===== config.mk =====
export PLATFORM = sky130hd
export DESIGN_NAME = decode_issue_queue
export DESIGN_NICKNAME = d
export VERILOG_FILES = /design/src/rtl/decode_issue_queue.sv
export SDC_FILE = /design/constraint.sdc
export NUM_CORES = 1
export LEC_CHECK = 0
export CAP_MARGIN = 20
export CORE_ASPECT_RATIO = 0.5
export CORE_MARGIN = 3
export CORE_UTILIZATION = 32
export CTS_BUF_LIST = sky130_fd_sc_hd__clkbuf_8
export DETAILED_ROUTE_END_ITERATION = 8
export DONT_BUFFER_PORTS = 1
export HOLD_SLACK_MARGIN = 0.03
export SLEW_MARGIN = 20
export SYNTH_ARGS = -nofsm -noshare
export SYNTH_HDL_FRONTEND = slang
export SYNTH_SLANG_ARGS = --single-unit
export TNS_END_PERCENT = 50

===== constraint.sdc =====
create_clock -name clk -period 5.7 [get_ports clk]
set_clock_uncertainty 0.1 [all_clocks]
set_input_delay 1.14 -clock clk [delete_from_list [all_inputs] [get_ports clk]]
set_output_delay 1.14 -clock clk [all_outputs]
set_load 0.1 [all_outputs]

===== src/rtl/decode_issue_queue.sv =====
`default_nettype none
// ============================================================================
// Module      : decode_issue_queue
// Description : Circular instruction queue between fetch and the two decoder
//               slots; accepts up to 2/cycle and issues the oldest 1-2 in order.
// Revision    : 1.0 - initial release
// ============================================================================
module decode_issue_queue #(
    parameter int IQ_DEPTH = 8
) (
    input  logic                        clk,
    input  logic                        rst_n,
    input  logic                        flush_i,
    input  logic [1:0]                  fetch_valid_i,
    input  logic [1:0][31:0]            fetch_instr_i,
    input  logic [1:0][31:0]            fetch_pc_i,
    output logic                        fetch_ready_o,
    output logic [1:0]                  dec_valid_o,
    output logic [1:0][31:0]            dec_instr_o,
    output logic [1:0][31:0]            dec_pc_o,
    input  logic                        dec_ready_i,
    output logic [$clog2(IQ_DEPTH):0]   count_o
);

    localparam int c_ptr_w = $clog2(IQ_DEPTH);
    localparam int c_cnt_w = c_ptr_w + 1;

    logic [c_ptr_w-1:0] r_head;
    logic [c_ptr_w-1:0] r_tail;
    logic [c_cnt_w-1:0] r_count;
    logic [31:0]        r_instr [IQ_DEPTH];
    logic [31:0]        r_pc    [IQ_DEPTH];

    logic [c_ptr_w-1:0] w_head_p1;
    logic [c_ptr_w-1:0] w_tail_p1;
    logic [c_ptr_w-1:0] w_slot1_idx;
    logic               w_enq_fire;
    logic               w_wr0;
    logic               w_wr1;
    logic [1:0]         w_enq_num;
    logic [1:0]         w_deq_num;

    // Power-of-two depth lets the pointers wrap by plain overflow.
    assign w_head_p1 = r_head + 1'b1;
    assign w_tail_p1 = r_tail + 1'b1;

    // Ready looks only at registered occupancy, never at this cycle's dequeue.
    assign fetch_ready_o = (r_count <= c_cnt_w'(IQ_DEPTH - 2));
    assign count_o       = r_count;

    assign dec_valid_o[0] = (r_count != '0) & ~flush_i;
    assign dec_valid_o[1] = (r_count >= c_cnt_w'(2)) & ~flush_i;

    assign dec_instr_o[0] = r_instr[r_head];
    assign dec_instr_o[1] = r_instr[w_head_p1];
    assign dec_pc_o[0]    = r_pc[r_head];
    assign dec_pc_o[1]    = r_pc[w_head_p1];

    assign w_enq_fire = fetch_ready_o & (|fetch_valid_i) & ~flush_i;
    assign w_wr0      = w_enq_fire & fetch_valid_i[0];
    assign w_wr1      = w_enq_fire & fetch_valid_i[1];

    // Slot 1 lands right after slot 0 when both are valid, else at the tail.
    assign w_slot1_idx = fetch_valid_i[0] ? w_tail_p1 : r_tail;

    always_comb begin
        w_enq_num = 2'd0;
        if (w_enq_fire) begin
            w_enq_num = {1'b0, fetch_valid_i[0]} + {1'b0, fetch_valid_i[1]};
        end
    end

    always_comb begin
        w_deq_num = 2'd0;
        if (dec_ready_i) begin
            w_deq_num = {1'b0, dec_valid_o[0]} + {1'b0, dec_valid_o[1]};
        end
    end

    always_ff @(posedge clk) begin
        if (!rst_n) begin
            r_head  <= '0;
            r_tail  <= '0;
            r_count <= '0;
        end else if (flush_i) begin
            r_head  <= '0;
            r_tail  <= '0;
            r_count <= '0;
        end else begin
            r_head  <= r_head + c_ptr_w'(w_deq_num);
            r_tail  <= r_tail + c_ptr_w'(w_enq_num);
            r_count <= r_count + c_cnt_w'(w_enq_num) - c_cnt_w'(w_deq_num);
        end
    end

    // Payload storage carries no reset; validity is tracked by r_count alone.
    always_ff @(posedge clk) begin
        if (w_wr0) begin
            r_instr[r_tail] <= fetch_instr_i[0];
            r_pc[r_tail]    <= fetch_pc_i[0];
        end
        if (w_wr1) begin
            r_instr[w_slot1_idx] <= fetch_instr_i[1];
            r_pc[w_slot1_idx]    <= fetch_pc_i[1];
        end
    end

endmodule
`default_nettype wire


# ---- After elaboration in Yosys (flattened, before gate mapping)
# Memory sizes are Yosys's and may differ from the RTL's. A register that Yosys moved wholly into a read port is not among the register bits.
# Cells that the tools add are included.
dict set report classes {
  bitwise_logic 8
  shift 0
  multipliers 0
  muxes 9
  magnitude_cmp 2
  add_sub_neg 8
  n_div 0
  eq_ne 0
  n_reduce_logical 3
}
# op count
set ops {}
lappend ops {{$mux W3} 3}
lappend ops {{$add A3 B1 Y3 const B} 2}
lappend ops {{$add A3 B2 Y3} 2}
lappend ops {{$and A1 B1 Y1} 6}
lappend ops {{$add A1 B1 Y2} 2}
lappend ops {{$add A4 B2 Y4} 1}
lappend ops {{$ge A4 B2 Y1 const B} 1}
lappend ops {{$le A4 B3 Y1 const B} 1}
lappend ops {{$mux W1} 4}
lappend ops {{$mux W2} 2}
lappend ops {{$reduce_bool A4 Y1} 1}
lappend ops {{$reduce_or A2 Y1} 2}
lappend ops {{$sub A4 B2 Y4} 1}
lappend ops {{$not A1 Y1} 2}
dict set report totals {
  mem_bits_ro 0
  mem_bits_rw 512
  output_inout_bits 135
  latchBits 0
  regBits 10
  memories 2
  in_bits 134
}
# name depth word_bits read_ports rd_clocked_by_memory_dff wr line
set memory_table {}
lappend memory_table {r_instr 8 32 2 1 2 31} ;# logic [31:0] r_instr [IQ_DEPTH];
lappend memory_table {r_pc 8 32 2 1 2 32} ;# logic [31:0] r_pc [IQ_DEPTH];

# ---- Logic depth before layout (Yosys ltp)
dict set report depth {
  word_depth 6
  depth_mapped 13
  ltp_nobuf 13
}

# ---- Worst setup path after synthesis
# OpenSTA, ideal clock, no wires.
dict set report synth_timing {
  path_kind {in2reg}
  from {input port fetch_valid_i[1]}
  to {memory r_instr[1][0], enable pin}
  stages 6
  setup_slack_ps -338
  required_time_ps 5093
  setup_ps 507
  t_arrival_ps 5431
  path_cell_list {clkbuf_1 > inv_1 > ha_1 > a2111o_1 > buf_4 > a21oi_1}
}
# item line
set synth_rtl {}
lappend synth_rtl {{start, declared} 14} ;# input logic [1:0] fetch_valid_i,
lappend synth_rtl {{end, declared} 31}

==> impl_metrics.env <==
export IMPL_crit_end="dec_instr_o[11]"
export IMPL_vdd_ir_drop_max_uv=158
export IMPL_cts_buffers=86
export IMPL_synth_compound_area_share_pct=0.641
export IMPL_utilization_pct=36.3
export IMPL_final_cell_area_mm2=0.0333
export IMPL_leakagePower_nw=10.1
export IMPL_drc=0
export IMPL_ant_nets=0
export IMPL_tightest_slew_ns=1.09
export IMPL_cap_violations=0
export IMPL_worstSetupPathType="reg2out"
export IMPL_drive_gt1_share_pct=61.2
export IMPL_cts_sinks=522
export IMPL_initial_core_util_pct=32.7
export IMPL_rows=78
export IMPL_worst_endpoint_required_ns=4.46
export IMPL_postCtsSetupBuffers=0
export IMPL_dr_first_iter_drc_count=1424
export IMPL_ys_seq_area_share_pct=51.8
export IMPL_clock_path_buffers=3
export IMPL_total_power_mw=10.8
export IMPL_synth_async_reset_ratio_pct=0
export IMPL_cellPowerDensity_mw_per_mm2=324
export IMPL_ctsResizeCount=0
export IMPL_drtPass1Iterations=5
export IMPL_num_vias=16500
export IMPL_slew_headroom_pct=27.5
export IMPL_yosys_area_top_type_share_pct=51.2
export IMPL_synth_xor_area_share_pct=0.146
export IMPL_critical_path_startpoint="r_head[1]$_SDFF_PP0_"
export IMPL_grt_max_degree=135
export IMPL_fp_dieH_um=223
export IMPL_maxSlewViolCount=0
export IMPL_grt_usage_pct=17.6
export IMPL_setup_viol=0
export IMPL_fin_nets=1818
export IMPL_die_x_um=439
export IMPL_gr_total_overflow=0
export IMPL_hold_path_class="reg2reg"
export IMPL_startpoint_type="flop"
export IMPL_multi_input_area_mm2=0.0139
export IMPL_io_pins=269
export IMPL_rr_endpoint="r_pc[4][0]$_DFFE_PP_"
export IMPL_syn_to_final_growth_pct=10.8
export IMPL_clk_latency_ns=0.69
export IMPL_syn_inst=1650
export IMPL_outcome="completed"
export IMPL_hold_buffers=0
export IMPL_place_congestion=0.747
export IMPL_muxShareOfSynthArea_pct=43.2
export IMPL_final_hold_viol_count=0
export IMPL_synth_adder_area_share_pct=0.808
export IMPL_cp_data_arrival_time_ns=3.37
export IMPL_critical_path_peak_fanout=25
export IMPL_fill_cells=8450
export IMPL_rrSetupSlack_ns=1.59
export IMPL_synth_top_family_by_area="multiplexers"
export IMPL_tritoncts="built"
export IMPL_ys_seq_elements=522
export IMPL_synth_area_leader_cell="edfxtp_1"
export IMPL_syn_nets=1801
export IMPL_ys_top_cells_by_area="edfxtp_1 (51%), mux2_2 (23%), mux4_2 (19%), buf_2 (0.93%), dfxtp_1 (0.67%)"
export IMPL_antenna_found_initial=1
export IMPL_reg2reg_depth=5
export IMPL_cts_root_buf="clkbuf_8"
export IMPL_cp_end_kind="primary output"
export IMPL_clkTransAtPathRegs_ns=0.06
export IMPL_avgSynthCellArea_um2=18.2
export IMPL_synth_distinct_cells=44
export IMPL_dieArea_mm2=0.0978
export IMPL_avgViaCountPerCell=5.55
export IMPL_dpl_cell_area_mm2=0.0317
export IMPL_synth_edf_count=512
export IMPL_postRouteWirelength_um=86500
export IMPL_regArea_mm2=0.0156
export IMPL_port_buffers=0
export IMPL_synth_area_mm2=0.0300
export IMPL_period_share_pct=80.9
export IMPL_h_tree_depth=3
export IMPL_rr_startpoint="count_o[1]$_SDFF_PP0_"
export IMPL_wire_per_inst_um=29.1
export IMPL_ys_flop_type="edfxtp_1"
export IMPL_hpwl_um=48800
export IMPL_synthSimpleGateAreaFrac_pct=1.03
export IMPL_core_area_mm2=0.0918
export IMPL_fin_crit_ns=4.61
export IMPL_fmax_mhz=217
export IMPL_grt_pass1_vias=17800
export IMPL_rsz0062_at_grt="false"
export IMPL_synth_warnings=0
export IMPL_grt_pass1_wl_um=126000
cell usage after synthesis (2+ instances only):
cell type,n
a21oi_1,8
a32oi_1,2
and2_1,8
and3_1,2
buf_1,4
buf_2,56
buf_4,20
buf_6,6
clkbuf_1,38
dfxtp_1,10
edfxtp_1,512
fa_1,4
ha_1,13
inv_1,13
mux2_1,15
mux2_2,625
mux4_2,256
nand2_1,5
nand3_1,3
nand3_2,2
nand3b_1,4
nor2_1,10
nor2_2,3
nor2_4,2
nor2b_1,3
nor3b_1,3
o2111ai_1,2
o221ai_1,2
xnor2_1,3
xor2_1,2
per-stage QoR:
stage	setup WS, ns	instances	setup TNS (ns)	hold slack [ns]
final	1.09	2977	0	0.535
after global routing	0.868	2977	0	0.492
after CTS	0.951	2975	0	0.481
after detailed placement	1.28	2818	0	0.529
after global placement	1.36	2818	0	0.521
after floorplan	-0.338	1650	-108.25	0.478
flip-flops by register name, indices dropped and copies added (netlist names):
signal and flops:
r_head 3, count_o 4, r_pc 256, r_tail 3, r_instr 256
power breakdown:
| part | internal [mW] | switching (mW) |
|---|---|---|
| clock network | 1.53 | 1.57 |
| registers | 4.35 | 0.109 |
| logic | 0.903 | 2.32 |
cell usage in the layout (no fill, tap or decap), types with 4 or more instances in the layout:
master    instances
a21oi_4           6
and2_1            8
buf_12           16
buf_4            36
clkbuf_8         92
clkinv_1         18
clkinv_2          4
dfxtp_1           6
edfxtp_1        512
fa_1              4
ha_1             12
inv_1            52
mux2_1           15
mux2_2          625
mux4_2          256
nand2_1           5
nand3b_1          4
nor2_1            7
nor2_4            8
metal layers:
layer | wire length (um) | vias up | GRT usage, % | share of wire (%)
li1 | - | 6983 | - | -
met1 | 34700 | 8812 | 22.0 | 40
met2 | 44200 | 577 | 30.4 | 51
met3 | 4810 | 159 | 3.11 | 5.6
met4 | 2810 | 0 | 6.41 | 3.3
met5 | 0 | - | 0 | 0
layout make-up:
cell class / count / share of cell area, %
inverters: 13 / 0.147
well taps: 1240 / 4.66
multi-input cells: 991 / 41.8
diodes: 1 / 0.00752
clock buffers: 92 / 3.80
flip-flops and latches: 522 / 46.8
repair buffers: 53 / 1.86
clock inverters: 65 / 0.864
critical path, stage by stage (launching register included):
cell     delay (ns)
dfxtp_4        0.40
buf_4          0.53
buf_4          0.60
mux4_2         0.58
mux2_2         0.50
how the worst min path moves through the flow:
| stage | start | to | slack (ns) | cells after the start |
|---|---|---|---|---|
| finish | r_tail[2]$_SDFF_PP0_ | r_tail[2]$_SDFF_PP0_ | 0.54 | 2 |
| global route | fetch_pc_i[20] | r_pc[7][20]$_DFFE_PP_ | 0.49 | 1 |
| CTS | fetch_pc_i[27] | r_pc[7][27]$_DFFE_PP_ | 0.48 | 1 |
| detailed placement | r_tail[2]$_SDFF_PP0_ | r_tail[2]$_SDFF_PP0_ | 0.53 | 2 |
| global placement | r_tail[2]$_SDFF_PP0_ | r_tail[2]$_SDFF_PP0_ | 0.52 | 2 |
| floorplan | r_head[0]$_SDFF_PP0_ | r_head[0]$_SDFF_PP0_ | 0.48 | 2 |
cell families after synthesis:
kind of cell             Yosys count
multiplexers                     896
flip-flops                       522
buffers and inverters            137
AND/OR/NAND/NOR                   50
AO/OA/AOI/OAI                     23
adder cells (fa/ha/maj)           17
XOR/XNOR                           5
No activity file was read; power rests on OpenSTA's default activity.
